[src/rtl/id_ex_stage.sv]
// ID/EX pipeline register: operand forwarding from EX/MEM/WB,
// load-use hazard detection with bubble insertion, hold and flush.
module id_ex_stage #(
   parameter int DW = 32,
   parameter int AW = 5,
   parameter int CW = 16
) (
   input  logic          Clk,
   input  logic          Rst,
   input  logic [DW-1:0] BusA,
   input  logic [DW-1:0] BusB,
   input  logic [AW-1:0] RA,
   input  logic [AW-1:0] RB,
   input  logic [AW-1:0] RW_id,
   input  logic          RegWr_id,
   input  logic          MemRd_id,
   input  logic [DW-1:0] Imm_id,
   input  logic          Valid_id,
   input  logic [DW-1:0] Ex_Result,
   input  logic [DW-1:0] Mem_Result,
   input  logic [AW-1:0] Mem_RW,
   input  logic          Mem_RegWr,
   input  logic [DW-1:0] BusW,
   input  logic [AW-1:0] RW,
   input  logic          RegWr,
   input  logic          Hold,
   input  logic          Flush,
   output logic [DW-1:0] Ex_A,
   output logic [DW-1:0] Ex_B,
   output logic [AW-1:0] Ex_RW,
   output logic          Ex_RegWr,
   output logic          Ex_MemRd,
   output logic [DW-1:0] Ex_Imm,
   output logic          Ex_Valid,
   output logic          HazardStall,
   output logic [CW-1:0] BubbleCnt
);

   logic [DW-1:0] a_q, a_d, b_q, b_d, imm_q, imm_d;
   logic [AW-1:0] rw_q, rw_d;
   logic          regwr_q, regwr_d;
   logic          memrd_q, memrd_d;
   logic          valid_q, valid_d;
   logic [CW-1:0] cnt_q, cnt_d;
   logic [DW-1:0] fwd_a, fwd_b;
   logic          ex_alu;

   // A load in EX has no result yet, so only ALU results forward from EX
   assign ex_alu = valid_q & regwr_q & ~memrd_q;

   function automatic logic [DW-1:0] fwd(
      input logic [AW-1:0] src,
      input logic [DW-1:0] rf
   );
      if (src == '0)
         return '0;
      else if (ex_alu && rw_q == src)
         return Ex_Result;
      else if (Mem_RegWr && Mem_RW == src)
         return Mem_Result;
      else if (RegWr && RW == src)
         return BusW;
      else
         return rf;
   endfunction

   always_comb begin
      fwd_a = fwd(RA, BusA);
      fwd_b = fwd(RB, BusB);
   end

   assign HazardStall = valid_q & memrd_q & regwr_q & Valid_id &
                        (rw_q != '0) & ((rw_q == RA) | (rw_q == RB));

   always_comb begin
      a_d     = a_q;
      b_d     = b_q;
      imm_d   = imm_q;
      rw_d    = rw_q;
      regwr_d = regwr_q;
      memrd_d = memrd_q;
      valid_d = valid_q;
      cnt_d   = cnt_q;
      if (Flush || (!Hold && (HazardStall || !Valid_id))) begin
         a_d     = '0;
         b_d     = '0;
         imm_d   = '0;
         rw_d    = '0;
         regwr_d = 1'b0;
         memrd_d = 1'b0;
         valid_d = 1'b0;
         if (!Flush && HazardStall && !(&cnt_q))
            cnt_d = cnt_q + 1'b1;
      end else if (!Hold) begin
         a_d     = fwd_a;
         b_d     = fwd_b;
         imm_d   = Imm_id;
         rw_d    = RW_id;
         regwr_d = RegWr_id;
         memrd_d = MemRd_id;
         valid_d = 1'b1;
      end
   end

   always_ff @(posedge Clk) begin
      if (Rst) begin
         a_q     <= '0;
         b_q     <= '0;
         imm_q   <= '0;
         rw_q    <= '0;
         regwr_q <= 1'b0;
         memrd_q <= 1'b0;
         valid_q <= 1'b0;
         cnt_q   <= '0;
      end else begin
         a_q     <= a_d;
         b_q     <= b_d;
         imm_q   <= imm_d;
         rw_q    <= rw_d;
         regwr_q <= regwr_d;
         memrd_q <= memrd_d;
         valid_q <= valid_d;
         cnt_q   <= cnt_d;
      end
   end

   assign Ex_A      = a_q;
   assign Ex_B      = b_q;
   assign Ex_Imm    = imm_q;
   assign Ex_RW     = rw_q;
   assign Ex_RegWr  = regwr_q;
   assign Ex_MemRd  = memrd_q;
   assign Ex_Valid  = valid_q;
   assign BubbleCnt = cnt_q;

endmodule

[config.mk]
export PLATFORM = sky130hd
export DESIGN_NAME = id_ex_stage
export DESIGN_NICKNAME = d
export VERILOG_FILES = /design/src/rtl/id_ex_stage.sv
export SDC_FILE = /design/constraint.sdc
export NUM_CORES = 1
export LEC_CHECK = 0
export ABC_AREA = 1
export BUFFER_PORTS_ARGS = -buffer_cell sky130_fd_sc_hd__buf_2
export CAP_MARGIN = 30
export CORE_AREA = 2 2 135 137
export DETAILED_ROUTE_END_ITERATION = 16
export DIE_AREA = 0 0 137 139
export GPL_ROUTABILITY_DRIVEN = 0
export GPL_TIMING_DRIVEN = 0
export MAX_ROUTING_LAYER = met4
export PLACE_DENSITY = 0.89
export SETUP_SLACK_MARGIN = 0.5
export SLEW_MARGIN = 15
export SYNTH_ARGS = -nofsm -noshare
export SYNTH_HDL_FRONTEND = slang
export SYNTH_SLANG_ARGS = --single-unit
[constraint.sdc]
create_clock -name Clk -period 1.76 [get_ports Clk]
set_input_delay 0.176 -clock Clk [delete_from_list [all_inputs] [get_ports Clk]]
set_output_delay 0.176 -clock Clk [all_outputs]
set_load 0.05 [all_outputs]
==> results of run 1 <==
-- kinds of logic after synthesis --
group | Yosys count | synth area share
AOI/OAI and AO/OA | 207 | 0.151
xor gates and xnor gates | 7 | 0.00771
adders and majority gates | 1 | 0.00157
buffers and inverters | 294 | 0.150
DFF | 120 | 0.302
and+or+nand+nor | 664 | 0.387
-- state kept, by name, summed over array words and instances (netlist names) --
register	cells
BubbleCnt	16
Ex_A	32
Ex_B	32
Ex_Imm	32
Ex_MemRd	1
Ex_RW	5
Ex_RegWr	1
Ex_Valid	1
-- metrics by stage --
step	total power (W)	hold slack, ps
final	0.00840	13.2
after global routing	0.00863	20.5
after CTS	0.00818	0.735
after detailed placement	0.00451	431
after global placement	0.00448	426
after floorplan	0.00387	309
-- area by class of cell --
| type | instances | share of cell area |
|---|---|---|
| clock inverter | 15 | 0.0122 |
| tap | 229 | 0.0229 |
| buffer | 94 | 0.0476 |
| timing repair buffer | 423 | 0.227 |
| multi-input combinational | 880 | 0.396 |
| antenna | 6 | 0.00120 |
| sequential | 120 | 0.198 |
| inverter | 200 | 0.0610 |
| clock buffer | 17 | 0.0340 |
-- repair_timing --
action,CTS,global route
resized for setup,105,170
endpoints found under the hold margin,32,0
setup endpoints to repair,127,146
hold buffers,32,0
buffers inserted,23,12
pin swaps,12,17
gates cloned,8,5
-- layer usage --
layer | share of wire | wire length (microns)
met2 | 0.47 | 18400
met3 | 0.13 | 4920
met1 | 0.34 | 13500
met5 | 0 | 0
met4 | 0.062 | 2450
-- critical path, stage by stage (launching register included) --
cell	delay, ps
dfxtp_4	370
ha_4	170
nand2_4	100
inv_2	60
nand3_2	80
nor2_1	60
nor2_2	160
nand3_4	180
nor2_4	200
nand3b_1	130
nand2_1	90
nand2_1	60
nor2_1	120
-- power by group --
part / internal (W) / total, W / switching (W) / leakage, nW
combinational: 0.000734 / 0.00208 / 0.00134 / 4.91
clock: 0.00189 / 0.00351 / 0.00162 / 0.283
sequential: 0.00276 / 0.00281 / 0.0000459 / 0.990
-- worst max path at each step --
stage	depth (start not counted)	slack (ps)	from	end
floorplan	13	140	Ex_RW[2]	Ex_A[10]
global placement	11	-360	RB[3]	Ex_B[0]
detailed placement	11	-450	RB[3]	Ex_B[14]
CTS	14	20	Ex_RW[0]	Ex_Imm[20]
global route	13	-150	Ex_RW[0]	BubbleCnt[13]
finish	12	-80	BubbleCnt[1]	BubbleCnt[13]
-- cells in the final DEF (no fill, tap or decap), types with 5 or more instances in the layout --
master	instances
nor2_4	12
inv_2	13
a21oi_2	90
nand4_1	133
o21ai_2	5
nand2_4	6
buf_12	13
clkbuf_1	55
nand3_1	138
dfxtp_4	17
nand3_2	9
nand2_1	306
nor3_1	6
o21ai_0	28
clkbuf_4	20
nor2_2	10
nand2_2	13
buf_6	19
buf_2	327
a21oi_1	21
a21oi_4	5
diode_2	6
o21ai_1	42
clkbuf_16	20
dfxtp_2	7
clkbuf_2	8
buf_16	8
inv_1	182
dlygate4sd3_1	32
a211oi_2	5
buf_4	20
buf_8	9
dfxtp_1	96
o22ai_1	9
nor2_1	25
inv_6	7
==> results.md, run 1 <==
* Hold_sp: Imm_id[27]
* Clock Path Buffers at 2
* Setup ws final at -83.3 ps
* Die X-Extent at 137 microns
* Largest net degree at the start of global routing at 17
* Fin crit period at 1840 ps
* Max Clock Skew at 9.68 ps
* Total GRT Usage at 0.377
* Post-DRT Antenna Nets at 0
* Fin. Hold Viols at 0
* GR Layer Usage met2 at 0.618
* Seq/Total Area, Yosys at 0.302
* Core Util, Final at 0.708
* YS warnings at 0
* Top Usage Layer GRT: met2
* Clock transition at path regs at 70 ps
* Initial core utilization at 0.450
* R2r endpoint: BubbleCnt[13]
* Finished Layout Cells at 1984
* Most common cell in the netlist: nand2_1
* TritonCTS clock tree: built
* Crit path kind: reg -> reg
* Core ar. at 17700 sq um
* Rel. slew slack at 0.442
* Synth Register Bits at 120
* Fraction of registers with async set or reset after synthesis at 0
* Worst Hold Depth at 3
* Final WL at 39300 microns
* Clk sinks at 120
* Antenna violations before repair at 5
* RSZ-0062 raised after global routing: true
* Peak VDD IR at 688 uV
* Fin crit share at 1.05
* Syn_area_per_cell at 6.15 sq um
* Main flop type after synthesis: dfxtp_1
* Cell count after placement at 1866
* Crit Reg-Reg Startpoint: BubbleCnt[1]
* # rows at 49
* Final setup fails at 62
* Ranking of synthesized cells by area: dfxtp_1 30%, nand2_1 15%, nand4_1 10%, nand3_1 9.3%, inv_1 9.0%
* Congestion Overflow GR at 0
* IO Pins at 347
* Post-DP Area at 10100 sq um
* Slew Viols, Final at 0
* Vias in the first global route at 10600
* First-pass GRT wire length at 54400 microns
* Synthesized area at 7950 sq um
* WP data arrival at 2210 ps
* Die Footprint at 19000 sq um
* DP Wirelength at 26200 microns
* Fmax at 543 MHz
* Number of flops mapped to enable cells by yosys at 0
* Pleak at 6.18 nW
* CP Launch Type: flip-flop
* Design area at 12500 sq um
* Area of the multi-input gates at 4950 sq um
* Number of DRC markers in iteration 0 at 1256
* Area Growth Syn to Fin at 57.3%
* Worst Hold End: Ex_Imm[27]
* Vias per inst at 5.85
* Pwr/cell area at 671 nW/um^2
* TritonCTS buffer count at 17
* CP Max Fanout at 5
* R2R depth at 12
* Setup WS pre-CTS at -446 ps
* DRT Pass-1 Iters at 10
* Yosys cell types at 32
* Critical Path RT at 2120 ps
* Met3 GRT Util at 0.121
* Clock latency on the worst-skew pair at 440 ps
* Area leader, netlist: dfxtp_1
* Register area at 2470 sq um
* Failing checks: negative setup slack
* Worst reg2reg setup slack at -80 ps
* CP Capture Type: flip-flop
* GR Util met1 at 0.410
* Max-cap check violation count at 0
* Tightest Pin Transition at 836 ps
* Via count at 11600
* Layout net count at 1963
* Mapped Cells at 1293
* Wire length per cell at 19.8 microns
* Die H at 139 microns
* Setup tns final at -2250 ps
* Fraction of layout cells with a size suffix above 1 at 0.381
* Root buf cell: clkbuf_16
* Outcome: finished, violations left
* Fillers at 1375
* Top-area cell type share of the netlist area at 0.302
* DRC violations left at 0
* Post-synth top cells: 323 x nand2_1, 191 x inv_1, 147 x nand3_1
* Post-Syn Nets at 1520
* Hold Crit Class: in -> reg
* H-tree depth at 4
* PortBufs at 344
Note: power is estimated with default switching activity, not from simulation.
==> inputs of run 2 (changes only) <==
--- a/config.mk
+++ b/config.mk
@@ -5,16 +5,15 @@
 export SDC_FILE = /design/constraint.sdc
 export NUM_CORES = 1
 export LEC_CHECK = 0
-export ABC_AREA = 1
 export BUFFER_PORTS_ARGS = -buffer_cell sky130_fd_sc_hd__buf_2
 export CAP_MARGIN = 30
-export CORE_AREA = 2 2 135 137
+export CORE_AREA = 2 2 134 136
 export DETAILED_ROUTE_END_ITERATION = 16
-export DIE_AREA = 0 0 137 139
+export DIE_AREA = 0 0 136 138
 export GPL_ROUTABILITY_DRIVEN = 0
 export GPL_TIMING_DRIVEN = 0
 export MAX_ROUTING_LAYER = met4
-export PLACE_DENSITY = 0.89
+export PLACE_DENSITY = 0.88
 export SETUP_SLACK_MARGIN = 0.5
 export SLEW_MARGIN = 15
 export SYNTH_ARGS = -nofsm -noshare
==> results.md, run 2 <==
* Crit-path cells: or4_4, o21bai_4, o21ai_4, buf_12, buf_12, clkbuf_16, a221oi_2
* Setup WS pre-CTS at -744 ps (-298 ps)
* Slew Viols, Final at 0 (unchanged)
* RSZ-0062 raised after global routing: true
* Antenna violations before repair at 5 (unchanged)
* Layout net count at 1501 (-24%)
* Finished Layout Cells at 1521 (-23%)
* Clk sinks at 120 (unchanged)
* Fin. Hold Viols at 0 (unchanged)
* Final WL at 39600 microns (+0.75%)
* Peak VDD IR at 701 uV (+1.9%)
* # rows at 49 (unchanged)
* Root buf cell: clkbuf_16
* Mapped Cells at 840 (-35%)
* Main flop type after synthesis: dfxtp_1
* Crit Reg-Reg Startpoint: Ex_RW[3]
* Area leader, netlist: dfxtp_1
* PortBufs at 345 (+0.29%)
* Fmax at 483 MHz (-11%)
* Max Clock Skew at 8.07 ps (-1.61 ps)
* DP Wirelength at 24500 microns (-6.5%)
* Clock latency on the worst-skew pair at 430 ps (about the same)
* Vias per inst at 6.75 (+15%)
* Design area at 12800 sq um (+2.6%)
* Worst path most repeated cell: buf_12
* Vias in the first global route at 10100 (-5.3%)
* Wire length per cell at 26.0 microns (+31%)
* Tightest Pin Transition at 980 ps (+144 ps)
* Via count at 10300 (-11%)
* Max-cap check violation count at 0 (unchanged)
* Die H at 138 microns (-0.72%)
* Clock transition at path regs at 70 ps (about the same)
* Slowest-stage cell, CP: or4_4
* H-tree depth at 4 (unchanged)
* Failing checks: negative setup slack
* Power consumption at 0.00871 W (+3.7%)
* Yosys cell types at 50 (+56%)
* First-pass GRT wire length at 55800 microns (+2.7%)
* R2r endpoint: Ex_A[1]
* Worst Hold End: Ex_A[19]
* Most common cell after layout, fill and taps aside: buf_2
* CP bufs+invs at 3 (+2)
* Synthesized area at 7660 sq um (-3.7%)
* Post-DP Area at 9980 sq um (-1.5%)
* Worst Hold Depth at 3 (unchanged)
* Fraction of layout cells with a size suffix above 1 at 0.542 (+0.162)
* Setup ws final at -312 ps (-228 ps)
* Post-synth top cells: 120 x dfxtp_1, 77 x clkbuf_1, 66 x and3_1
* Ranking of synthesized cells by area: dfxtp_1 31%, a221oi_1 7.3%, nand3b_1 6.4%, a21boi_0 6.3%, a22oi_1 6.3%
* Congestion Overflow GR at 0 (unchanged)
* CP Max Fanout at 7 (+2)
* Most common cell in the netlist: dfxtp_1
* Family with the most delay on the worst path: compound AO/OA/AOI/OAI gates
* DRC violations left at 0 (unchanged)
* Fin crit share at 1.18 (+0.130)
* WP data arrival at 2400 ps (+190 ps)
* Total GRT Usage at 0.394 (+0.0169)
* Hold_ws at 102 ps (+88.7 ps)
* CP Capture Type: flip-flop
* TritonCTS clock tree: built
* Fin crit period at 2070 ps (+228 ps)
* Initial core utilization at 0.437 (-0.0137)
* Fraction of registers with async set or reset after synthesis at 0 (unchanged)
* Pwr/cell area at 679 nW/um^2 (+1.1%)
* Die X-Extent at 136 microns (-0.73%)
* Crit path kind: reg -> reg
* Syn_area_per_cell at 9.11 sq um (+48%)
* DRT Pass-1 Iters at 8 (-2)
* Outcome: finished, violations left
* Area Growth Syn to Fin at 67.6%
* Seq/Total Area, Yosys at 0.314 (+0.0117)
* Pleak at 5.32 nW (-14%)
* Largest net degree at the start of global routing at 17 (unchanged)
* Hold buffers post-CTS at 0 (-100%)
* Hold Crit Class: in -> reg
* Die Footprint at 18800 sq um (-1.4%)
* R2R depth at 7 (-5)
* Critical Path RT at 2090 ps (-30 ps)
* Cell count after placement at 1414 (-24%)
* Top-area cell type share of the netlist area at 0.314 (+0.0117)
* Synth Register Bits at 120 (unchanged)
* Number of DRC markers in iteration 0 at 1079 (-14%)
* Max incr delay on CP at 570 ps (+200 ps)
* CP Launch Type: flip-flop
* Commonest cells after routing, fill and taps aside: 332 x buf_2, 97 x dfxtp_1, 66 x and3_1
* Clock Path Buffers at 2 (unchanged)
* Rel. slew slack at 0.347 (-0.0959)
* Hold_sp: Ex_Result[19]
* Post-Syn Nets at 1067 (-30%)
* Final setup fails at 121 (+95%)
* YS warnings at 0 (unchanged)
* Worst reg2reg setup slack at -310 ps (-230 ps)
* Post-DRT Antenna Nets at 0 (unchanged)
* TritonCTS buffer count at 17 (unchanged)
* Core ar. at 17500 sq um (-0.69%)
* IO Pins at 347 (unchanged)
* Setup crit start: Ex_RW[3]
* Number of flops mapped to enable cells by yosys at 0 (unchanged)
* Fillers at 1180 (-14%)
==> run 2: metal layers <==
| metal | vias up | share of wire | global-route usage |
|---|---|---|---|
| met1 | 4806 | 0.33 | 0.450 |
| li1 | 4282 | - | - |
| met4 | 0 | 0.067 | 0.213 |
| met2 | 930 | 0.48 | 0.634 |
| met3 | 256 | 0.12 | 0.0924 |
| met5 | - | 0 | - |
==> run 2: final cells by class <==
| cell class | instances | area, sq um | share of cell area |
|---|---|---|---|
| tap | 229 | 287 | 0.0223 |
| antenna | 5 | 12.5 | 0.000975 |
| timing repair buffer | 415 | 2830 | 0.220 |
| multi-input combinational | 608 | 5840 | 0.455 |
| clock inverter | 15 | 189 | 0.0147 |
| sequential | 120 | 2470 | 0.193 |
| inverter | 2 | 7.51 | 0.000585 |
| buffer | 110 | 776 | 0.0605 |
| clock buffer | 17 | 425 | 0.0332 |
==> run 2: power by group <==
group          switching [W]  internal (W)
clock network        0.00153       0.00226
registers          0.0000518       0.00276
logic                0.00130      0.000802
total                0.00288       0.00583
==> run 2: kinds of logic after synthesis <==
group	Yosys count	share of synthesized area
muxes	47	0.0628
AOI/OAI and AO/OA	324	0.339
xor gates and xnor gates	30	0.0343
DFF	120	0.314
buffers and inverters	112	0.0626
adders and majority gates	1	0.00163
and+or+nand+nor	206	0.186
==> run 2: worst register-to-register path, cell delays in order (launching register included) <==
cell	delay (ps)
dfxtp_4	380
or4_4	570
o21bai_4	190
o21ai_4	120
buf_12	170
buf_12	140
clkbuf_16	150
a221oi_2	260
==> run 2: what timing repair did <==
action,4_1_cts,5_1_grt
endpoints found under the setup margin,130,141
gates cloned,12,3
buffers inserted,43,12
resized for setup,201,107
pin swaps,98,46
==> run 2: per-stage QoR <==
| stage | setup TNS (ps) | util |
|---|---|---|
| after floorplan | -10100 | - |
| after global placement | -45320 | 0.569 |
| after detailed placement | -49090 | 0.569 |
| after CTS | -16240 | 0.699 |
| after global routing | -26820 | 0.732 |
| final | -22180 | 0.732 |
==> run 2: how the worst max path moves through the flow <==
stage                               to  slack (ps)  depth (start not counted)
after floorplan             Ex_Imm[11]        -130                          6
after global placement        Ex_B[22]        -710                          7
after detailed placement       Ex_B[0]        -740                          7
after CTS                  HazardStall        -250                          5
after global routing      BubbleCnt[8]        -340                          7
final                          Ex_A[1]        -310                          7
